File: src/rtl/child_report_collector.sv
// Round-robin collector: merges report words from NUM_CHILD valid/ready children into one
// registered upstream stream tagged with the source index. Optional macro: COLLECT_STATS_EN.
module child_report_collector #(
    parameter int NUM_CHILD = 5,
    parameter int DATA_W    = 16,
    parameter int IDX_W     = 4
) (
    input  logic                        clk,
    input  logic                        rst,
    input  logic [NUM_CHILD-1:0]        child_valid,
    input  logic [NUM_CHILD*DATA_W-1:0] child_data,
    output logic [NUM_CHILD-1:0]        child_ready,
    output logic                        up_valid,
    input  logic                        up_ready,
    output logic [DATA_W-1:0]           up_data,
    output logic [IDX_W-1:0]            up_idx,
    output logic                        busy
`ifdef COLLECT_STATS_EN
    ,
    output logic [31:0]                 stat_count
`endif
);

    localparam int SEL_W = (NUM_CHILD > 1) ? $clog2(NUM_CHILD) : 1;

    typedef enum logic {
        EMPTY = 1'b0,
        FULL  = 1'b1
    } out_state_t;

    out_state_t        state_reg;
    out_state_t        state_next;
    logic [DATA_W-1:0] up_data_reg;
    logic [IDX_W-1:0]  up_idx_reg;
    logic [IDX_W-1:0]  rr_ptr_reg;
    logic [IDX_W-1:0]  rr_ptr_next;

    logic [DATA_W-1:0] child_word [NUM_CHILD];
    logic              grant_found;
    logic [SEL_W-1:0]  grant_sel;
    logic [DATA_W-1:0] grant_data;
    logic              load_ok;
    logic              grant_en;
    logic              accept;
    int                cand;

    genvar gi;
    generate
        for (gi = 0; gi < NUM_CHILD; gi++) begin : g_child
            assign child_word[gi]  = child_data[gi*DATA_W +: DATA_W];
            assign child_ready[gi] = grant_en && (grant_sel == SEL_W'(gi));
        end
    endgenerate

    // First valid child at or after rr_ptr, wrapping modulo NUM_CHILD.
    always_comb begin
        grant_found = 1'b0;
        grant_sel   = '0;
        grant_data  = '0;
        cand        = 0;
        for (int k = 0; k < NUM_CHILD; k++) begin
            cand = int'(rr_ptr_reg) + k;
            if (cand >= NUM_CHILD) begin
                cand = cand - NUM_CHILD;
            end
            if (!grant_found && child_valid[cand[SEL_W-1:0]]) begin
                grant_found = 1'b1;
                grant_sel   = cand[SEL_W-1:0];
                grant_data  = child_word[cand[SEL_W-1:0]];
            end
        end
    end

    // A grant is only a completed transfer, so no handshake may happen during reset.
    assign grant_en    = !rst && load_ok && grant_found;
    assign rr_ptr_next = (grant_sel == SEL_W'(NUM_CHILD - 1)) ? '0
                                                              : IDX_W'(grant_sel) + IDX_W'(1);

    always_ff @(posedge clk) begin
        if (rst) begin
            state_reg <= EMPTY;
        end else begin
            state_reg <= state_next;
        end
    end

    always_comb begin
        state_next = state_reg;
        if (grant_en) begin
            state_next = FULL;
        end else if (accept) begin
            state_next = EMPTY;
        end
    end

    always_comb begin
        up_valid = (state_reg == FULL);
        accept   = up_valid && up_ready;
        load_ok  = !up_valid || up_ready;
        busy     = up_valid || (|child_valid);
        up_data  = up_data_reg;
        up_idx   = up_idx_reg;
    end

    always_ff @(posedge clk) begin
        if (rst) begin
            up_data_reg <= '0;
            up_idx_reg  <= '0;
            rr_ptr_reg  <= '0;
        end else if (grant_en) begin
            up_data_reg <= grant_data;
            up_idx_reg  <= IDX_W'(grant_sel);
            rr_ptr_reg  <= rr_ptr_next;
        end
    end

`ifdef COLLECT_STATS_EN
    logic [31:0] stat_count_reg;

    always_ff @(posedge clk) begin
        if (rst) begin
            stat_count_reg <= '0;
        end else if (accept && (stat_count_reg != 32'hFFFF_FFFF)) begin
            stat_count_reg <= stat_count_reg + 32'd1;
        end
    end

    assign stat_count = stat_count_reg;
`endif

endmodule

File: config.mk
export PLATFORM = sky130hd
export DESIGN_NAME = child_report_collector
export DESIGN_NICKNAME = d
export VERILOG_FILES = /design/src/rtl/child_report_collector.sv
export SDC_FILE = /design/constraint.sdc
export NUM_CORES = 1
export LEC_CHECK = 0
export BUFFER_PORTS_ARGS = -buffer_cell sky130_fd_sc_hd__buf_4
export CELL_PAD_IN_SITES_DETAIL_PLACEMENT = 1
export CELL_PAD_IN_SITES_GLOBAL_PLACEMENT = 1
export CORE_UTILIZATION = 47
export CTS_BUF_LIST = sky130_fd_sc_hd__clkbuf_2 sky130_fd_sc_hd__clkbuf_4 sky130_fd_sc_hd__clkbuf_8
export DETAILED_ROUTE_END_ITERATION = 10
export HOLD_SLACK_MARGIN = 0.06
export PLACE_DENSITY_LB_ADDON = 0.05
export SYNTH_ARGS = -nofsm -noshare
export SYNTH_HDL_FRONTEND = slang
export SYNTH_SLANG_ARGS = --single-unit
export TNS_END_PERCENT = 30
File: constraint.sdc
create_clock -name clk -period 7.5 [get_ports clk]
set_input_delay 1.5 -clock clk [delete_from_list [all_inputs] [get_ports clk]]
set_output_delay 1.5 -clock clk [all_outputs]
set_load 0.01 [all_outputs]
Yosys cells after proc, flatten, opt, wreduce, memory -nomap -nowiden
Index checks and enable logic that the tools add are counted.

word-level totals
  flip-flop bits (word level) = 24
  input port bits = 88
  output and inout bits = 27
  logic and storage cells = 109

cells by class
  add/sub/neg operators = 10
  $lt $le $gt $ge = 15
  equality and inequality tests = 4
  muxes and demuxes = 48
  bitwise operators = 5
  reductions and logical operators = 23

operators with widths
  kind                 number
  $bmux 16 s3          5
  $mux 16              15
  $mux 3               10
  $ge 4x4->1 const B   5
  $ge 5x3->1 const B   4
  $lt 3x4->1 const B   5
  $not 3->4            5
  $bmux 1 s3           5
  $sub 3x3->3 const B  5
  $logic_and 1x1->1    12
  $mux 1               12
  $add 4x2->5 const B  2
  $eq 3x2->1 const B   2
  $logic_not 1->1      6
  $add 4x1->5 const B  1
  $add 4x3->5 const B  1
  $reduce_or 5->1      1
  $add 3x1->4 const B  1
  $ge 4x3->1 const B   1
  $mux 4               1
  $eq 3x1->1 const B   1
  $eq 3x3->1 const B   1
  $logic_not 3->1      1
  $logic_or 1x1->1     2
  $reduce_bool 2->1    1

Depth between registers and ports, before layout
Gate-level depths: netlist (run 1).

  depth in word-level cells = 19
  gate-level depth with buffers = 22
  depth with buffers taken out = 15

Worst setup path after synthesis (run 1)
Ideal clock, no wire load.

  path type = in2out
  start = in child_valid[3]
  end = out child_ready[3]
  data arrival time = 3.916 ns
  data required time = 6.000 ns
  setup slack = 2.084 ns
  cell stages on the path = 16
  path buffers = 4
  cells stage by stage = clkbuf_1 inv_1 a31oi_1 mux2_2 o211ai_2 o21a_1 buf_4 o2111ai_2 buf_6 buf_6 o221ai_1 o21ai_0 o21ai_0 ha_1 ha_1 and2_1

between the ends
  longest elaborated chain between the ends = 17
  elaborated cells between the ends (all ways) = 31
  classes of those cells = 1 x eq/ne; 20 x mux; 10 x reduce/logical

RTL lines
  what                          RTL line  text
  start, declared               10        input logic [NUM_CHILD-1:0] child_valid,
  $bmux 1 s3                    66        if (!grant_found && child_valid[cand[SEL_W-1:0]]) begin
  $mux 1 (not written as such)  66
  $mux 1                        66
  $logic_not 1->1               66
  $logic_and 1x1->1             66
  $mux 1                        66
  $logic_not 1->1               66
  $logic_and 1x1->1             66
  (+2 left out)                 -
  $logic_and 1x1->1             66
  $mux 1                        66
  $logic_not 1->1               66
  $logic_and 1x1->1             66
  $mux 3 (*)                    66
  net grant_sel[1]              40        logic [SEL_W-1:0] grant_sel;
  $eq 3x2->1 (*)                51        assign child_ready[gi] = grant_en && (grant_sel == SEL_W'(gi));
  $logic_and 1x1->1 (*)         51
  end, declared                 12        output logic [NUM_CHILD-1:0] child_ready,

The timed path passes the listed nets; every way through them passes the cells marked *. The select of a mux whose other input is x is not followed.

Final worst setup path (run 1)
  start = reg rr_ptr_reg[1]
  end = out child_ready[3]

between the ends
  longest elaborated chain between the ends = 19
  elaborated cells between the ends (all ways) = 50
  classes of those cells = 9 x add/sub; 5 x order compare; 1 x eq/ne; 25 x mux; 10 x reduce/logical

RTL lines
  what                                                                  RTL line  text
  start, declared                                                       35        logic [IDX_W-1:0] rr_ptr_reg;
  start signal, assigned                                                113       rr_ptr_reg <= rr_ptr_next;
  parallel branches: the longest is 16 deep, another holds $add 4x1->5  -
  $mux 3 (*)                                                            66
  net grant_sel[1]                                                      40
  $eq 3x2->1 (*)                                                        51
  $logic_and 1x1->1 (*)                                                 51

Mark *: on every way through the listed nets, which the timed path passes. The select of a mux whose other input is x is not followed.

==> results of run 1 <==
final timing paths:
| path | endpoint | slack, ps | start |
|---|---|---|---|
| setup / recovery | child_ready[3] | 480 | rr_ptr_reg[1]$_SDFFE_PP0P_ |
| hold / removal | up_idx[2]$_SDFFE_PP0P_ | 460 | up_idx[2]$_SDFFE_PP0P_ |
| setup reg to reg | rr_ptr_reg[2]$_SDFFE_PP0P_ | 2160 | rr_ptr_reg[1]$_SDFFE_PP0P_ |
| hold reg to reg | up_idx[2]$_SDFFE_PP0P_ | 460 | up_idx[2]$_SDFFE_PP0P_ |
logic make-up after synthesis:
logic type      share of synthesized area, %
buf+inv                                 8.56
flops                                   7.65
xor+xnor                                1.39
other cells                           0.0597
fa+ha+maj                               3.59
compound gates                          39.2
mux                                     20.0
simple gates                            19.6
routing by layer:
layer  global-route usage, %  part of all wire [%]  vias up
li1                        -                     -     3291
met1                    51.0                    41     3801
met2                    59.9                    44      557
met3                    8.48                    11      118
met4                    19.8                   3.9        0
met5                       0                     0        -
through the flow:
stage               utilization (%)  cell area (um2)  cells  total power, mW
floorplan                         -             6280    802             2.99
global placement               55.1             7070   1033             3.84
detailed placement             55.1             7070   1033             3.95
CTS                            55.4             7110   1036             4.07
global route                   55.4             7110   1036             4.37
finish                         55.4             7110   1036             4.18
power by group:
| part | switching, mW | leakage (nW) | internal (mW) | total [mW] |
|---|---|---|---|---|
| Combinational | 2.36 | 2.69 | 1.49 | 3.85 |
| Clock | 0.0632 | 0.0216 | 0.0366 | 0.0998 |
| Sequential | 0.0422 | 0.198 | 0.184 | 0.226 |
| Total | 2.47 | 2.91 | 1.71 | 4.18 |
final cells by class:
type	count	area [um2]	share of cell area [%]
clock buffer	3	41.3	0.581
timing repair buffer	137	1030	14.5
tap	172	215	3.03
multi-input combinational	686	5290	74.4
sequential	24	480	6.76
inverter	14	52.6	0.739
layout by cell type, fill, tap and decap left out, types with 14 or more instances in the layout:
cell,Yosys,routed
buf_4,13,137
nand2_1,125,125
mux2i_1,87,87
nand3_1,43,43
a21oi_1,39,39
nor2_1,29,29
dfxtp_1,24,24
o22ai_1,21,21
o21ai_0,20,20
a22oi_1,19,19
ha_1,18,18
a2bb2oi_1,17,17
mux4_2,16,16
a32oi_1,16,16
o221ai_1,15,15
o2bb2ai_1,15,15
a221o_1,14,14
tightest hold or removal path, delay by kind of cell (launching register included):
kind / cells / cell delay [ps]
AOI/OAI and AO/OA: 1 / 50
and+or+nand+nor: 1 / 50
DFF: 1 / 330
==> run_results.csv, run 1 <==
group,metric,value,unit
outcome,status,"finished, final reports clean",
critical_path,path_max_fanout,18,
timing,whs,464,ps
pwr,vdd_drop_max,0.337,mV
timing,hold_viol,0,
logic_synthesis,yosysTopAreaCell,"mux2i_1",
pwr,p_leak,2.91,nW
detailed_routing,antenna_left,0,
hold_path,whs_path_depth,2,
logic_synthesis,ys_types,97,
critical_path,slowest_delay,740,ps
grt,antenna_found_initial,0,
detailed_routing,wl_per_cell,27.1,um
logic_synthesis,synth-edff-count,0,
detailed_routing,drt_first_pass_iters,7,
logic_synthesis,ys_ff_latch,24,
grt,grt_max_degree,43,
pwr,cellPowerDensity,588,mW/mm2
logic_synthesis,synth_area_leaders,"mux2i_1, dfxtp_1, nand2_1, mux4_2, ha_1",
floorplan,die_x,118,um
clocking,clock_latency,300,ps
clocking,cts_sinks,24,
floorplan,ios,115,
clocking,htreeDepth,1,
clocking,cts_root_buf,"clkbuf_8",
logic_synthesis,async_reset_ff_share,0,%
logic_synthesis,synth.top_cell.area_share,13.9,%
critical_path,crit_path_frequent_cell,"ha_1",
timing,slew-limit-headroom,17.8,%
layout,fin_nets,972,
logic_synthesis,synth_seq_area_share,7.65,%
placement,pre_cts_ws,981,ps
critical_path,critPathLaunchType,"flip-flop",
timing,finalSetupViolCount,0,
hold_path,min_path_type,"flip-flop to flip-flop",
clocking,post_cts_resized,0,
critical_path,crit_family,"compound AO/OA/AOI/OAI gates",
logic_synthesis,yosysMostFrequentCell,"nand2_1",
logic_synthesis,ys.flop_type,"dfxtp_1",
timing,finalCritPeriodShare,93.5,%
timing,fin_ws,484,ps
logic_synthesis,syn_inst,802,
layout,n_antenna_cell,0,
clocking,clk_path_buf_depth,2,
grt,grt_pass1_wl,43200,um
detailed_routing,drt-total-wl,28100,um
detailed_routing,drtIter0Drc,887,
critical_path,critPathBufInv,2,
logic_synthesis,syn-cell-area,0.00628,mm2
grt,grt_pass1_vias,7782,
floorplan,fp.dieH,118,um
clocking,cts_tree,"built",
logic_synthesis,syn_nets,908,
clocking,ctsHoldBuffers,0,
floorplan,placementRows,41,
critical_path,critical_path_depth,15,
job,maxCapViolations,0,
timing,tns,0,ps
logic_synthesis,yosys_warnings,0,
timing,period_minus_slack,7020,ps
timing,fin_skew,8.14,ps
logic_synthesis,synth_commonest_cells,"nand2_1, mux2i_1, nand3_1",
grt,grt.overflow.total,0,
critical_path,worstPathArrival,5520,ps
timing,worst_pin_slew,1230,ps
critical_path,cp.required,6000,ps
timing,drv_slew,0,
clocking,cts_buffers,3,
logic_synthesis,synth_area_per_cell,7.83,um2
critical_path,crit_path_end_kind,"primary output",
layout,area_growth,13.1,%
layout,largest_reg_flops,16,
placement,portBuffers,113,
timing,rsz0062_at_grt,"false",
floorplan,start_util,49.0,%
placement,gp_congestion,1.00,
clocking,clk_pin_slew,120,ps
grt,grt_usage,39.0,%
floorplan,die_area,0.0138,mm2
critical_path,reg2reg_depth,14,
critical_path,crit_chain,"inv_1 > ha_1 > nor3b_2 > o221ai_2 > a21bo_1 > o2111a_2 > nor2_4 > nand3b_4 > nor2_4 > o21ai_0 > o21ai_0 > ha_1 > ha_1 > and2_1 > buf_4",
layout,nFillCells,1592,
clocking,post-cts-setup-buffers,0,
detailed_routing,drc,0,
critical_path,critPathKind,"flip-flop to primary output",
timing,fmax,143,MHz
layout,drive_gt1_share,25.5,%
detailed_routing,vias,7767,
floorplan,coreArea,0.0128,mm2
detailed_routing,viasPerCell,7.50,
critical_path,slowest_stage,"dfxtp_1",
placement,dpl.hpwl,18600,um
Power figures use the tool's default switching activity.
==> run 2: changes to the inputs <==
--- a/config.mk
+++ b/config.mk
@@ -5,10 +5,11 @@
 export SDC_FILE = /design/constraint.sdc
 export NUM_CORES = 1
 export LEC_CHECK = 0
+export ABC_AREA = 1
 export BUFFER_PORTS_ARGS = -buffer_cell sky130_fd_sc_hd__buf_4
 export CELL_PAD_IN_SITES_DETAIL_PLACEMENT = 1
 export CELL_PAD_IN_SITES_GLOBAL_PLACEMENT = 1
-export CORE_UTILIZATION = 47
+export CORE_UTILIZATION = 41
 export CTS_BUF_LIST = sky130_fd_sc_hd__clkbuf_2 sky130_fd_sc_hd__clkbuf_4 sky130_fd_sc_hd__clkbuf_8
 export DETAILED_ROUTE_END_ITERATION = 10
 export HOLD_SLACK_MARGIN = 0.06
==> constraint.sdc (replaced) <==
create_clock -name clk -period 8.08 [get_ports clk]
set_input_delay 1.616 -clock clk [delete_from_list [all_inputs] [get_ports clk]]
set_output_delay 1.616 -clock clk [all_outputs]
set_load 0.01 [all_outputs]
==> run 2 against run 1 <==
Net effect: clock skew shrank 2.8 ps; cell area shrank 1.4%; clock-buffer cell count is the same; via count grew 9.9%; register-to-register slack gained 620 ps; critical path type unchanged; critical endpoint is now child_ready[4].
==> run_results.csv, run 2 <==
group,metric,value,unit
timing,drv_slew,0,
timing,tns,0,ps
detailed_routing,vias,8539,
clocking,cts_sinks,24,
detailed_routing,viasPerCell,6.05,
detailed_routing,drtIter0Drc,573,
grt,grt_pass1_vias,8265,
floorplan,fp.dieH,124,um
detailed_routing,antenna_left,0,
critical_path,crit_path_end_kind,"primary output",
placement,portBuffers,113,
floorplan,die_x,124,um
clocking,post-cts-setup-buffers,0,
floorplan,placementRows,44,
grt,use_met1,48.1,%
timing,hold_viol,0,
logic_synthesis,ys_types,44,
timing,finalSetupViolCount,0,
grt,grt.overflow.total,0,
grt,globalRouteMet2Util,64.8,%
timing,fin_skew,5.38,ps
clocking,clock_latency,270,ps
clocking,ctsHoldBuffers,0,
critical_path,slowest_stage,"o21ai_2",
layout,layout_common_cells,"nand2_1, o21ai_0, buf_4",
logic_synthesis,synth.top_cell.area_share,17.7,%
logic_synthesis,syn-cell-area,0.00610,mm2
timing,rsz0062_at_grt,"false",
critical_path,worstPathArrival,5440,ps
logic_synthesis,synth_area_leaders,"nand2_1, o21ai_0, a21oi_1, dfxtp_1, nor2_1",
timing,finalCritPeriodShare,87.3,%
grt,grt_usage,38.1,%
detailed_routing,drt-total-wl,28800,um
logic_synthesis,synth_commonest_cells,"nand2_1, o21ai_0, a21oi_1, nor2_1, inv_1",
critical_path,slowest_delay,900,ps
layout,fin_nets,1333,
logic_synthesis,yosys_warnings,0,
placement,gp_congestion,0.931,
grt,antenna_found_initial,1,
layout,drive_gt1_share,15.7,%
detailed_routing,drc,0,
clocking,cts_root_buf,"clkbuf_8",
clocking,post_cts_resized,0,
placement,dpl.hpwl,20400,um
logic_synthesis,ys.flop_type,"dfxtp_1",
clocking,clk_path_buf_depth,2,
layout,final_common_cell,"nand2_1",
layout,nFillCells,2205,
layout,area_growth,14.9,%
detailed_routing,drt_first_pass_iters,5,
logic_synthesis,ys_ff_latch,24,
timing,fmax,142,MHz
critical_path,crit_chain,"inv_1 > ha_1 > o21ai_2 > inv_2 > nand3_1 > nand2_1 > nand2_2 > inv_1 > nor2_4 > nand2_1 > o21ai_0 > a21oi_1 > nand3_1 > inv_2 > ha_1 > nand3_1 > inv_1 > buf_4",
timing,whs,477,ps
layout,largest_reg_flops,16,
detailed_routing,wl_per_cell,20.4,um
grt,grt_pass1_wl,44600,um
floorplan,coreArea,0.0145,mm2
clocking,clk_pin_slew,90,ps
floorplan,start_util,42.0,%
logic_synthesis,synth_seq_area_share,7.88,%
outcome,status,"finished, final reports clean",
logic_synthesis,yosysMostFrequentCell,"nand2_1",
critical_path,path_max_fanout,24,
logic_synthesis,async_reset_ff_share,0,%
logic_synthesis,synth-edff-count,0,
floorplan,die_area,0.0154,mm2
clocking,cts_buffers,3,
floorplan,ios,115,
clocking,cts_tree,"built",
critical_path,crit_family,"simple AND/OR/NAND/NOR gates",
timing,period_minus_slack,7050,ps
layout,multi_input_area,0.00482,mm2
grt,grt_util_met3,5.08,%
hold_path,min_path_type,"flip-flop to flip-flop",
logic_synthesis,syn_nets,1279,
timing,worst_pin_slew,1080,ps
clocking,htreeDepth,1,
critical_path,critPathLaunchType,"flip-flop",
critical_path,critPathBufInv,6,
logic_synthesis,yosysTopAreaCell,"nand2_1",
job,maxCapViolations,0,
critical_path,critPathKind,"flip-flop to primary output",
grt,top_usage_layer,"met2",
layout,seqCellArea,480,um2
critical_path,cp.required,6460,ps
grt,grt_max_degree,64,
logic_synthesis,syn_inst,1173,
timing,slew-limit-headroom,27.6,%
logic_synthesis,synth_area_per_cell,5.20,um2
==> run 2: cell type report <==
type | count | share of cell area (%)
clock inverters | 1 | 0.428
multi-input cells | 952 | 68.7
well taps | 184 | 3.28
clock buffers | 3 | 0.589
diodes | 1 | 0.0357
flip-flops and latches | 24 | 6.85
inverters | 118 | 6.35
repair buffers | 128 | 13.7
==> run 2: through the flow <==
stage	setup slack [ps]	area [um2]	std cells	utilization, %
after global routing	646	7010	1410	48.2
after CTS	1070	7010	1410	48.2
final	1030	7010	1411	48.2
after global placement	1560	6940	1406	47.7
after detailed placement	1320	6940	1406	47.7
after floorplan	3330	6100	1173	-
==> run 2: final timing paths <==
path | slack [ps] | end | cells past startpoint | from
worst max-delay path | 1030 | child_ready[4] | 18 | rr_ptr_reg[1]$_SDFFE_PP0P_
worst min-delay path | 480 | up_data[2]$_SDFFE_PP0P_ | 2 | up_data[2]$_SDFFE_PP0P_
worst max register to register | 2780 | rr_ptr_reg[2]$_SDFFE_PP0P_ | 18 | rr_ptr_reg[1]$_SDFFE_PP0P_
worst min register to register | 480 | up_data[2]$_SDFFE_PP0P_ | 2 | up_data[2]$_SDFFE_PP0P_
==> run 2: kinds of logic (layout without fill, tap and decap cells) <==
family	Yosys count	count (layout)	synth area share (%)
other cells	1	2	0.0615
simple gates	533	533	38.1
fa+ha+maj	18	18	3.69
buf+inv	197	250	13.2
compound gates	396	396	36.0
flops	24	24	7.88
xor+xnor	4	4	1.13
==> run 2: per-layer routing <==
| layer | wire length (um) | part of all wire, % | up-vias |
|---|---|---|---|
| met1 | 12300 | 43 | 4062 |
| met5 | 0 | 0 | - |
| li1 | - | - | 4032 |
| met3 | 1850 | 6.4 | 74 |
| met4 | 917 | 3.2 | 0 |
| met2 | 13700 | 47 | 371 |
==> run 2: worst reg2reg max path, delay by kind of cell, from the launching register on <==
kind,cells,cell delay (ps)
and+or+nand+nor,7,1440
adders and majority gates,3,970
AOI/OAI and AO/OA,4,1200
DFF,1,540
buffers and inverters,4,1120
Power of run 2 is left out: the tool's default activity adds up to more than one toggle a clock period on the data nets, which glitch-free logic cannot reach.
==> run 3: changes to the inputs <==
--- a/config.mk
+++ b/config.mk
@@ -5,15 +5,15 @@
 export SDC_FILE = /design/constraint.sdc
 export NUM_CORES = 1
 export LEC_CHECK = 0
-export ABC_AREA = 1
+export ABC_AREA = 0
 export BUFFER_PORTS_ARGS = -buffer_cell sky130_fd_sc_hd__buf_4
 export CELL_PAD_IN_SITES_DETAIL_PLACEMENT = 1
 export CELL_PAD_IN_SITES_GLOBAL_PLACEMENT = 1
-export CORE_UTILIZATION = 41
+export CORE_UTILIZATION = 47
 export CTS_BUF_LIST = sky130_fd_sc_hd__clkbuf_2 sky130_fd_sc_hd__clkbuf_4 sky130_fd_sc_hd__clkbuf_8
 export DETAILED_ROUTE_END_ITERATION = 10
 export HOLD_SLACK_MARGIN = 0.06
-export PLACE_DENSITY_LB_ADDON = 0.05
+export PLACE_DENSITY = 0.88
 export SYNTH_ARGS = -nofsm -noshare
 export SYNTH_HDL_FRONTEND = slang
 export SYNTH_SLANG_ARGS = --single-unit
==> run 3 against run 2 <==
Net effect: critical path depth fell by 3; setup slack got worse by 24 ps; clock skew rose by 7.2 ps; non-clock buffer count rose by 4; via count fell by 9.2%; maximum frequency fell by 0.34%; core utilization rose by 7.1 points; critical path type unchanged; highest routed layer unchanged.
==> run_results.csv, run 3 (synthesized netlist as in run 1, its figures left out) <==
group,metric,value,unit
detailed_routing,vias,7753,
timing,whs,472,ps
critical_path,crit_path_frequent_cell,"ha_1",
layout,fin_nets,967,
critical_path,startpoint,"rr_ptr_reg[1]$_SDFFE_PP0P_",
placement,dpl.hpwl,18800,um
grt,grt_pass1_vias,7978,
clocking,clk_path_buf_depth,2,
grt,grt_pass1_wl,42700,um
detailed_routing,drt-total-wl,27400,um
critical_path,cp.required,6460,ps
job,maxCapViolations,0,
critical_path,critPathLaunchType,"flip-flop",
clocking,cts_buffers,3,
layout,seqCellArea,480,um2
detailed_routing,viasPerCell,7.51,
critical_path,rr_startpoint,"rr_ptr_reg[1]$_SDFFE_PP0P_",
clocking,htreeDepth,1,
detailed_routing,drc,0,
layout,multi_input_area,0.00529,mm2
pwr,vdd_drop_max,0.336,mV
floorplan,start_util,49.0,%
layout,nFillCells,1600,
pwr,cellPowerDensity,544,mW/mm2
timing,worst_pin_slew,1280,ps
layout,drive_gt1_share,25.0,%
pwr,p_sw,2.27,mW
layout,layout_common_cells,"buf_4, nand2_1, mux2i_1",
pwr,power_frac_comb,91.4,%
hold_path,whs_path_depth,2,
pwr,p_leak,2.90,nW
timing,fmax,141,MHz
timing,fin_ws,1000,ps
detailed_routing,wl_per_cell,26.6,um
placement,portBuffers,113,
hold_path,min_path_type,"flip-flop to flip-flop",
floorplan,die_x,118,um
timing,slew-limit-headroom,14.4,%
detailed_routing,antenna_left,0,
outcome,status,"finished, final reports clean",
critical_path,worstPathArrival,5460,ps
timing,drv_slew,0,
hold_path,holdPathEnd,"up_idx[2]$_SDFFE_PP0P_",
pwr,p_sw_share,58.7,%
layout,largest_reg_flops,16,
layout,final_common_cell,"buf_4",
clocking,cts_sinks,24,
pwr,clkPwrFrac,3.1,%
clocking,clk_pin_slew,100,ps
pwr,p_int,1.60,mW
floorplan,die_area,0.0138,mm2
clocking,cts_root_buf,"clkbuf_8",
clocking,ctsHoldBuffers,0,
grt,grt_max_degree,43,
timing,period_minus_slack,7080,ps
critical_path,reg2reg_to,"rr_ptr_reg[2]$_SDFFE_PP0P_",
pwr,p_total,3.86,mW
floorplan,ios,115,
timing,hold_viol,0,
clocking,post_cts_resized,0,
critical_path,crit_path_end_kind,"primary output",
placement,pre_cts_ws,1480,ps
critical_path,critPathKind,"flip-flop to primary output",
layout,area_growth,12.9,%
critical_path,slowest_delay,630,ps
layout,n_antenna_cell,0,
critical_path,slowest_stage,"a21o_1",
floorplan,coreArea,0.0128,mm2
timing,tns,0,ps
critical_path,rrSetupSlack,2740,ps
hold_path,min_from,"up_idx[2]$_SDFFE_PP0P_",
critical_path,crit_chain,"inv_1 > ha_1 > nor3b_2 > o221ai_2 > a21bo_1 > o221a_2 > nor2_4 > a21o_1 > o221ai_1 > o21ai_0 > o21ai_0 > ha_1 > ha_1 > and2_1 > buf_4",
timing,fin_skew,12.6,ps
timing,finalCritPeriodShare,87.6,%
detailed_routing,drtIter0Drc,968,
grt,grt.overflow.total,0,
clocking,cts_tree,"built",
placement,gp_congestion,0.984,
floorplan,placementRows,41,
clocking,clock_latency,310,ps
timing,rsz0062_at_grt,"false",
floorplan,fp.dieH,118,um
critical_path,path_max_fanout,18,
pwr,seqPwrFrac,5.5,%
grt,grt_usage,38.1,%
detailed_routing,drt_first_pass_iters,5,
critical_path,reg2reg_depth,15,
timing,finalSetupViolCount,0,
grt,antenna_found_initial,0,
clocking,post-cts-setup-buffers,0,
layout,final_core_util,55.3,%
## run 3: worst max-delay path by stage
stage / to / slack [ps] / depth (start not counted)
global route: child_ready[3] / 800 / 15
detailed placement: child_ready[4] / 1480 / 13
CTS: child_ready[3] / 1150 / 15
finish: child_ready[3] / 1000 / 15
global placement: child_ready[4] / 1670 / 13
floorplan: child_ready[3] / 2430 / 16
## run 3: power by group through the flow
| stage | Clock (mW) | Combinational [mW] | Sequential (mW) |
|---|---|---|---|
| after floorplan | 0 | 2.55 | 0.223 |
| after global routing | 0.125 | 3.70 | 0.215 |
| final | 0.120 | 3.53 | 0.212 |
| after detailed placement | 0 | 3.41 | 0.211 |
| after global placement | 0 | 3.28 | 0.206 |
| after CTS | 0.121 | 3.43 | 0.209 |
## run 3: area by class of cell
class                      count  area share, %
sequential                    24           6.77
inverter                      14          0.741
timing repair buffer         132           14.0
clock inverter                 1          0.423
multi-input combinational    686           74.5
tap                          172           3.03
clock buffer                   3          0.582
## run 3: worst max-delay path, delay by kind of cell, from the launching register on
family	cells	cell delay, ps
flip-flops	1	330
AO/OA/AOI/OAI	7	2550
AND/OR/NAND/NOR	3	770
buffers and inverters	2	550
adder cells (fa/ha/maj)	3	960
## run 3: stage by stage
| step | cells | cell area, um2 |
|---|---|---|
| after floorplan | 802 | 6280 |
| after global placement | 1028 | 7020 |
| after detailed placement | 1028 | 7020 |
| after CTS | 1032 | 7100 |
| after global routing | 1032 | 7100 |
| final | 1032 | 7100 |
## run 3: per-layer routing
layer / GRT usage (%) / wire length [um] / vias up
met4: 21.2 / 1260 / 0
met2: 61.1 / 12500 / 548
met1: 47.7 / 10900 / 3783
met3: 7.46 / 2840 / 131
met5: 0 / 0 / -
li1: - / - / 3291
